**config.mk**
```make
export PLATFORM = sky130hd
export DESIGN_NAME = alu_instr_tx
export DESIGN_NICKNAME = d
export VERILOG_FILES = /design/src/rtl/alu_instr_tx.sv
export SDC_FILE = /design/constraint.sdc
export NUM_CORES = 1
export LEC_CHECK = 0
export ABC_AREA = 0
export CAP_MARGIN = 5
export CORE_ASPECT_RATIO = 1.25
export CORE_UTILIZATION = 50
export DETAILED_ROUTE_END_ITERATION = 10
export PLACE_DENSITY = 0.74
export SYNTH_ARGS = -nofsm -noshare
export SYNTH_HDL_FRONTEND = slang
export SYNTH_SLANG_ARGS = --single-unit
```
**constraint.sdc**
```tcl
create_clock -name clk -period 1.9 [get_ports clk]
set_input_delay 0.38 -clock clk [delete_from_list [all_inputs] [get_ports clk]]
set_output_delay 0.38 -clock clk [all_outputs]
set_load 0.05 [all_outputs]
```
**src/rtl/alu_instr_tx.sv**
```systemverilog
// alu_instr_tx
//   Serializes a 4-bit ALU instruction to a receiver, LSB first. Each bit is
//   presented on bit_out for one SETUP cycle. load_strobe is then raised for
//   STROBE_CYCLES and dropped for GAP_CYCLES. After the fourth bit the block
//   waits up to ACK_TIMEOUT cycles for ack_in. It then returns to IDLE with a
//   one-cycle done pulse (acknowledged) or error pulse (timed out).
//
//   Ports
//     clk          clock, rising edge
//     reset_instr  asynchronous, active-high reset
//     start        frame request, sampled only in IDLE
//     instr_in     instruction captured on the accepting edge
//     ack_in       receiver acknowledge, sampled only in WAIT_ACK
//     bit_out      serial data bit (registered)
//     load_strobe  receiver capture strobe (registered, glitch-free)
//     busy         high in every state except IDLE
//     done         one-cycle pulse, frame acknowledged
//     error        one-cycle pulse, acknowledge timeout
module alu_instr_tx #(
    parameter int STROBE_CYCLES = 2,   // 1..15
    parameter int GAP_CYCLES    = 2,   // 1..15
    parameter int ACK_TIMEOUT   = 15   // 1..255
) (
    input  logic       clk,
    input  logic       reset_instr,
    input  logic       start,
    input  logic [3:0] instr_in,
    input  logic       ack_in,
    output logic       bit_out,
    output logic       load_strobe,
    output logic       busy,
    output logic       done,
    output logic       error
);

    typedef enum logic [2:0] {
        IDLE     = 3'd0,
        SETUP    = 3'd1,
        STROBE   = 3'd2,
        GAP      = 3'd3,
        WAIT_ACK = 3'd4
    } state_t;

    // Terminal counts. Each phase counter starts at 0 on phase entry, so the
    // phase lasts exactly N cycles when it leaves on count N-1.
    localparam logic [3:0] STROBE_LAST = 4'(STROBE_CYCLES - 1);
    localparam logic [3:0] GAP_LAST    = 4'(GAP_CYCLES - 1);
    localparam logic [7:0] TMO_LAST    = 8'(ACK_TIMEOUT - 1);

    state_t     state;
    logic [3:0] shift_q;
    logic [1:0] bit_idx;
    logic [3:0] phase_cnt;
    logic [7:0] tmo_cnt;

    // Every output is a plain register. The strobe therefore cannot glitch,
    // and reset clears it asynchronously.
    always_ff @(posedge clk or posedge reset_instr) begin
        if (reset_instr) begin
            state       <= IDLE;
            shift_q     <= 4'd0;
            bit_idx     <= 2'd0;
            phase_cnt   <= 4'd0;
            tmo_cnt     <= 8'd0;
            bit_out     <= 1'b0;
            load_strobe <= 1'b0;
            busy        <= 1'b0;
            done        <= 1'b0;
            error       <= 1'b0;
        end else begin
            done  <= 1'b0;
            error <= 1'b0;
            case (state)
                IDLE: begin
                    if (start) begin
                        shift_q   <= instr_in;
                        bit_idx   <= 2'd0;
                        phase_cnt <= 4'd0;
                        bit_out   <= instr_in[0];
                        busy      <= 1'b1;
                        state     <= SETUP;
                    end
                end

                SETUP: begin
                    load_strobe <= 1'b1;
                    phase_cnt   <= 4'd0;
                    state       <= STROBE;
                end

                STROBE: begin
                    if (phase_cnt == STROBE_LAST) begin
                        load_strobe <= 1'b0;
                        phase_cnt   <= 4'd0;
                        state       <= GAP;
                    end else begin
                        phase_cnt <= phase_cnt + 4'd1;
                    end
                end

                GAP: begin
                    if (phase_cnt == GAP_LAST) begin
                        phase_cnt <= 4'd0;
                        if (bit_idx != 2'd3) begin
                            // The next bit goes onto the line together with
                            // the SETUP entry. It then holds through that
                            // bit's GAP.
                            shift_q <= {1'b0, shift_q[3:1]};
                            bit_out <= shift_q[1];
                            bit_idx <= bit_idx + 2'd1;
                            state   <= SETUP;
                        end else begin
                            tmo_cnt <= 8'd0;
                            state   <= WAIT_ACK;
                        end
                    end else begin
                        phase_cnt <= phase_cnt + 4'd1;
                    end
                end

                WAIT_ACK: begin
                    // ack is tested before the timeout, so an ack that arrives
                    // on the expiring edge still counts as done.
                    if (ack_in) begin
                        done    <= 1'b1;
                        busy    <= 1'b0;
                        bit_out <= 1'b0;
                        state   <= IDLE;
                    end else if (tmo_cnt == TMO_LAST) begin
                        error   <= 1'b1;
                        busy    <= 1'b0;
                        bit_out <= 1'b0;
                        state   <= IDLE;
                    end else begin
                        tmo_cnt <= tmo_cnt + 8'd1;
                    end
                end

                default: begin
                    load_strobe <= 1'b0;
                    busy        <= 1'b0;
                    state       <= IDLE;
                end
            endcase
        end
    end

endmodule
```
==> results.cfg, run 1 <==
[clocking]
cts-buffers-inserted = 3
cts_setup_buffers = 0
cts_buffer_depth = 2
cts.sinks = 25
cts.repair.resized = 0
cts_tree = yes
cts_hold_buf = 0
htreeDepth = 1
root_buffer = clkbuf_4
clk_pin_slew_ns = 0.13
clk_latency_ns = 0.31

[floorplanning]
die_h_um = 61.3
fp.dieW_um = 49.5
core-area_um2 = 2680
initial_core_util = 0.525
die-area_um2 = 3030
rows = 21
io_pins = 13

[route]
wl_um = 2790
vias = 1101
ant_nets = 0
viasPerCell = 5.70
drtIter0Drc = 45
top_layer = met4
met3_length_um = 81
drc = 0
routed-wl-met2_um = 1460
met1Wirelength_um = 1220
drt_first_pass_iters = 4
wl_per_cell_um = 14.4

[synth]
ys_top_cells_by_area = dfrtp_1, ha_1, mux2_2, mux2i_1, nand2_1
yosysMostFrequentCell = dfrtp_1
synth_top_area_share = 0.444
syn_area_um2 = 1410
synth-edff-count = 0
synthFlopType = dfrtp_1
synth_warnings = 0
synth.ff_latch_count = 25
synth_area_per_cell_um2 = 10.6
syn-num-nets = 146
synth_seq_area_share = 0.444
synth_area_leader_cell = dfrtp_1
synthDistinctLibCells = 51
synth_commonest_cells = dfrtp_1, nand2_1, inv_1
syn_inst = 133
async_flop_share = 1.00

[timing]
finalSetupViolCount = 0
hold_viol = 0
fin_hold_ws_ns = 0.390
rsz0062_at_grt = false
skew_ns = 0.00732
clock.fmax_mhz = 547
max-slew-margin-rel = 0.669
fin_tns_setup_ns = 0
final_max_slew_viol_count = 0
tightest_slew_ns = 0.496
period_minus_slack_ns = 1.83
fin_crit_sh = 0.962

[power_and_ir_drop]
p_clk_frac = 0.121
vdd_drop_max_v = 0.000712
p_comb_frac = 0.455
p_switching_mw = 0.752
seqPwrFrac = 0.424
power.density_nw_per_um2 = 1150
p_int_mw = 1.18
p_leak_nw = 0.751
netSwitchingFraction = 0.390

[status]
outcome = finished clean

[worst_setup_path]
timing.rr.end = tmo_cnt[6]
cp_max_fo = 1
critPathCaptureType = primary output
cp_cell_sequence = clkdlybuf4s50_1
path_buf_inv = 1
reg2reg_slack_ns = 0.14
crit_slowest_cell = clkdlybuf4s50_1
cp_top_family = buffers and inverters
path_depth = 1
rr_startpoint = tmo_cnt[1]
critPathLaunchType = flip-flop
cp.required_ns = 1.52
crit_path_max_incr_delay_ns = 0.79
arrival_ns = 1.45
crit_type = flip-flop to primary output
r2r_cells = 6

[flow_run]
cap_violations = 0

[final_layout]
diodes = 0
drive_gt1_frac = 0.245
multi_input_area_um2 = 721
area.growth.synth_to_final_pct = 19.6
regArea_um2 = 626
layout.nets = 173
fill_cells = 224

[global_routing]
antenna_found_initial = 0
grt_pass1_vias = 1067
grt_start_max_net_pins = 26
grt_pass1_wl_um = 4620
grt_overflow = 0
grt.total_usage = 0.202

[placed_design]
port_buffers = 12
gp_routability_congestion = 0.829
place_hpwl_um = 2140

[min_path]
hold_path_class = input pin to asynchronous set/reset pin
[worst max path at each step]
stage / start / end
after floorplan: phase_cnt[1] / shift_q[2]
after global placement: ack_in / tmo_cnt[2]
after detailed placement: ack_in / tmo_cnt[2]
after CTS: bit_out / bit_out
after global routing: done / done
final: done / done
[power groups by stage]
stage	sequential (mW)	combinational, mW	clock (mW)
floorplan	0.886	0.569	0
global placement	0.817	0.851	0
detailed placement	0.832	0.882	0
CTS	0.820	0.885	0.245
global route	0.840	0.970	0.268
finish	0.819	0.878	0.235
[logic make-up after synthesis]
kind of cell             count (synthesis)  share of synthesized area
AO/OA/AOI/OAI                           32                      0.180
XOR/XNOR                                 1                    0.00622
adder cells (fa/ha/maj)                  5                     0.0444
buffers and inverters                   14                     0.0435
flip-flops                              25                      0.444
multiplexers                             9                     0.0684
AND/OR/NAND/NOR                         47                      0.212
[routing by layer]
metal | vias to the layer above | GRT usage
li1 | 534 | -
met1 | 541 | 0.233
met2 | 24 | 0.389
met3 | 2 | 0.0222
met4 | 0 | 0.0735
met5 | - | 0
[state kept, by name (all words and copies together), names as in the netlist, 2 cells and up]
signal	cells
tmo_cnt	8
phase_cnt	4
shift_q	3
state	3
bit_idx	2
[cells in the final DEF, fill, tap and decap left out, drive strengths merged, types with 3 or more instances in the layout]
cell type      count
nor2               4
a21oi              7
inv                9
nand2b             3
o21ai              8
mux2i              4
nand2             10
ha                 5
mux2               5
clkbuf             4
nor3               3
nor2b              3
buf               16
clkdlybuf4s50      9
and3               3
nand3              6
dfrtp             25
[cell type report]
type                       instances  area share
timing repair buffer              27       0.140
tap                               34      0.0253
multi-input combinational         94       0.428
sequential                        25       0.371
clock buffer                       4      0.0156
inverter                           9      0.0201
[per-stage QoR]
step	utilization	setup WS [ns]	total power, mW	cells	instance area [µm²]
CTS	0.627	0.0147	1.95	193	1680
global route	0.628	0.0221	2.08	193	1680
global placement	0.617	0.0375	1.67	189	1650
finish	0.628	0.0717	1.93	193	1680
detailed placement	0.617	0.00220	1.71	189	1650
floorplan	-	0.163	1.45	133	1410
(Power assumes the default switching activity.)
==> run 2: changes to the inputs <==
--- a/config.mk
+++ b/config.mk
@@ -7,7 +7,7 @@
 export LEC_CHECK = 0
 export ABC_AREA = 0
 export CAP_MARGIN = 5
-export CORE_ASPECT_RATIO = 1.25
+export CORE_ASPECT_RATIO = 0.7
 export CORE_UTILIZATION = 50
 export DETAILED_ROUTE_END_ITERATION = 10
 export PLACE_DENSITY = 0.74
==> run 2 against run 1 <==
Worst setup slack improved by 0.019 ns. Routed wire length fell by 2.5%. Clock skew fell by 0.0060 ns. Highest routed layer unchanged. Critical path type unchanged. Maximum frequency rose by 1.1%. Via count fell by 3.5%. Largest power group unchanged.
==> results.cfg, run 2 (synthesized netlist as in run 1, its figures left out) <==
[floorplanning]
fp.dieW_um = 65.4
die_h_um = 46.4
core-area_um2 = 2570
die-area_um2 = 3030
io_pins = 13
initial_core_util = 0.547
rows = 15

[global_routing]
grt_pass1_vias = 1010
antenna_found_initial = 0
grt.total_usage = 0.218
grt_overflow = 0
grt_start_max_net_pins = 26
grt_pass1_wl_um = 4740

[status]
outcome = finished clean

[final_layout]
multi_input_area_um2 = 721
final_cell_mix = dfrtp_1, buf_4, nand2_1, clkdlybuf4s50_1, inv_1
drive_gt1_frac = 0.253
regArea_um2 = 626
fin_area_um2 = 1690
largestRegisters = tmo_cnt (8), phase_cnt (4)
diodes = 0
area.growth.synth_to_final_pct = 20.0
layout.nets = 172
largest_reg_flops = 8
regMostFlops = tmo_cnt
layout_commonest_cell = dfrtp_1
fill_cells = 193

[clocking]
clk_pin_slew_ns = 0.08
cts.repair.resized = 0
clk_latency_ns = 0.27
cts_hold_buf = 0
root_buffer = clkbuf_8
cts-buffers-inserted = 3
cts_setup_buffers = 0
cts_buffer_depth = 2
htreeDepth = 1
cts.sinks = 25
cts_tree = yes

[worst_setup_path]
cp.required_ns = 1.52
critPathCaptureType = primary output
path_buf_inv = 1
cp_max_fo = 2
arrival_ns = 1.43
crit_path_max_incr_delay_ns = 0.80
crit_slowest_cell = clkdlybuf4s50_1
critPathLaunchType = flip-flop
cp_top_family = buffers and inverters
cp_cell_sequence = clkdlybuf4s50_1
crit_type = flip-flop to primary output

[route]
drc = 0
viasPerCell = 5.53
drtIter0Drc = 56
wl_um = 2720
wl_per_cell_um = 14.1
vias = 1062
drt_first_pass_iters = 4
ant_nets = 0

[placed_design]
gp_routability_congestion = 0.754
post_dp_cell_area_um2 = 1640
preCtsSetupSlack_ns = -0.0105
place_hpwl_um = 2050
port_buffers = 12

[timing]
final_max_slew_viol_count = 0
skew_ns = 0.00128
fin_tns_setup_ns = 0
finalSetupViolCount = 0
period_minus_slack_ns = 1.81
hold_viol = 0
fin_crit_sh = 0.952
tightest_slew_ns = 0.491
clock.fmax_mhz = 553
rsz0062_at_grt = false
fin_ws_ns = 0.0912
max-slew-margin-rel = 0.672

[flow_run]
cap_violations = 0

[power_and_ir_drop]
p_leak_nw = 0.745
vdd_drop_max_v = 0.000712
power.density_nw_per_um2 = 1200

[min_path]
hold_path_class = input pin to asynchronous set/reset pin
[run 2: cell types whose count changed in the layout (fill, tap and decap cells not counted), sizes merged]
cell	delta
dlymetal6s2s	-2
clkbuf	-1
clkdlybuf4s50	+1
clkinv	+1
[run 2: worst paths after layout]
path,startpoint,cells after the start,slack [ns],endpoint
setup / recovery,bit_out,1,0.09,bit_out
hold / removal,reset_instr,3,0.44,bit_idx[0]
setup reg to reg,tmo_cnt[4],5,0.11,tmo_cnt[6]
hold reg to reg,shift_q[3],1,0.50,shift_q[3]
max in group asynchronous,reset_instr,3,1.21,shift_q[1]
min in group clk,shift_q[3],1,0.50,shift_q[3]
[run 2: final cells by class]
class                      instances  share of cell area
clock buffer                       3              0.0244
clock inverter                     1             0.00296
inverter                           9              0.0200
multi-input combinational         94               0.427
sequential                        25               0.370
tap                               34              0.0252
timing repair buffer              26               0.130
[run 2: tightest hold or removal path: cells and delay by family]
family	cells	cell delay (ns)
buffers and inverters	3	0.74
[run 2: metal layers]
layer | part of all wire | wire length (µm) | vias to the layer above | global-route usage
met5 | 0 | 0 | - | 0
met4 | 0.014 | 39 | 0 | 0.100
met3 | 0.030 | 82 | 5 | 0.0594
met2 | 0.46 | 1240 | 16 | 0.322
met1 | 0.50 | 1350 | 510 | 0.301
li1 | - | - | 531 | -
[run 2: per-stage QoR]
stage	hold WS, ns	utilization	cells	total power [mW]
final	0.443	0.657	192	2.03
after global routing	0.497	0.657	192	2.19
after CTS	0.461	0.657	192	2.05
after detailed placement	0.483	0.639	188	1.73
after global placement	0.466	0.639	188	1.69
after floorplan	0.407	-	133	1.45
[run 2: power breakdown]
part	internal [mW]	total, mW	switching (mW)
registers	0.682	0.818	0.136
clock network	0.147	0.319	0.172
logic	0.431	0.893	0.462
==> run 3: changes to the inputs <==
--- a/config.mk
+++ b/config.mk
@@ -11,6 +11,7 @@
 export CORE_UTILIZATION = 50
 export DETAILED_ROUTE_END_ITERATION = 10
 export PLACE_DENSITY = 0.74
+export SLEW_MARGIN = 20
 export SYNTH_ARGS = -nofsm -noshare
 export SYNTH_HDL_FRONTEND = slang
 export SYNTH_SLANG_ARGS = --single-unit
==> results of run 3 <==
The final DEF is identical to that of run 2; final timing and power are the same.
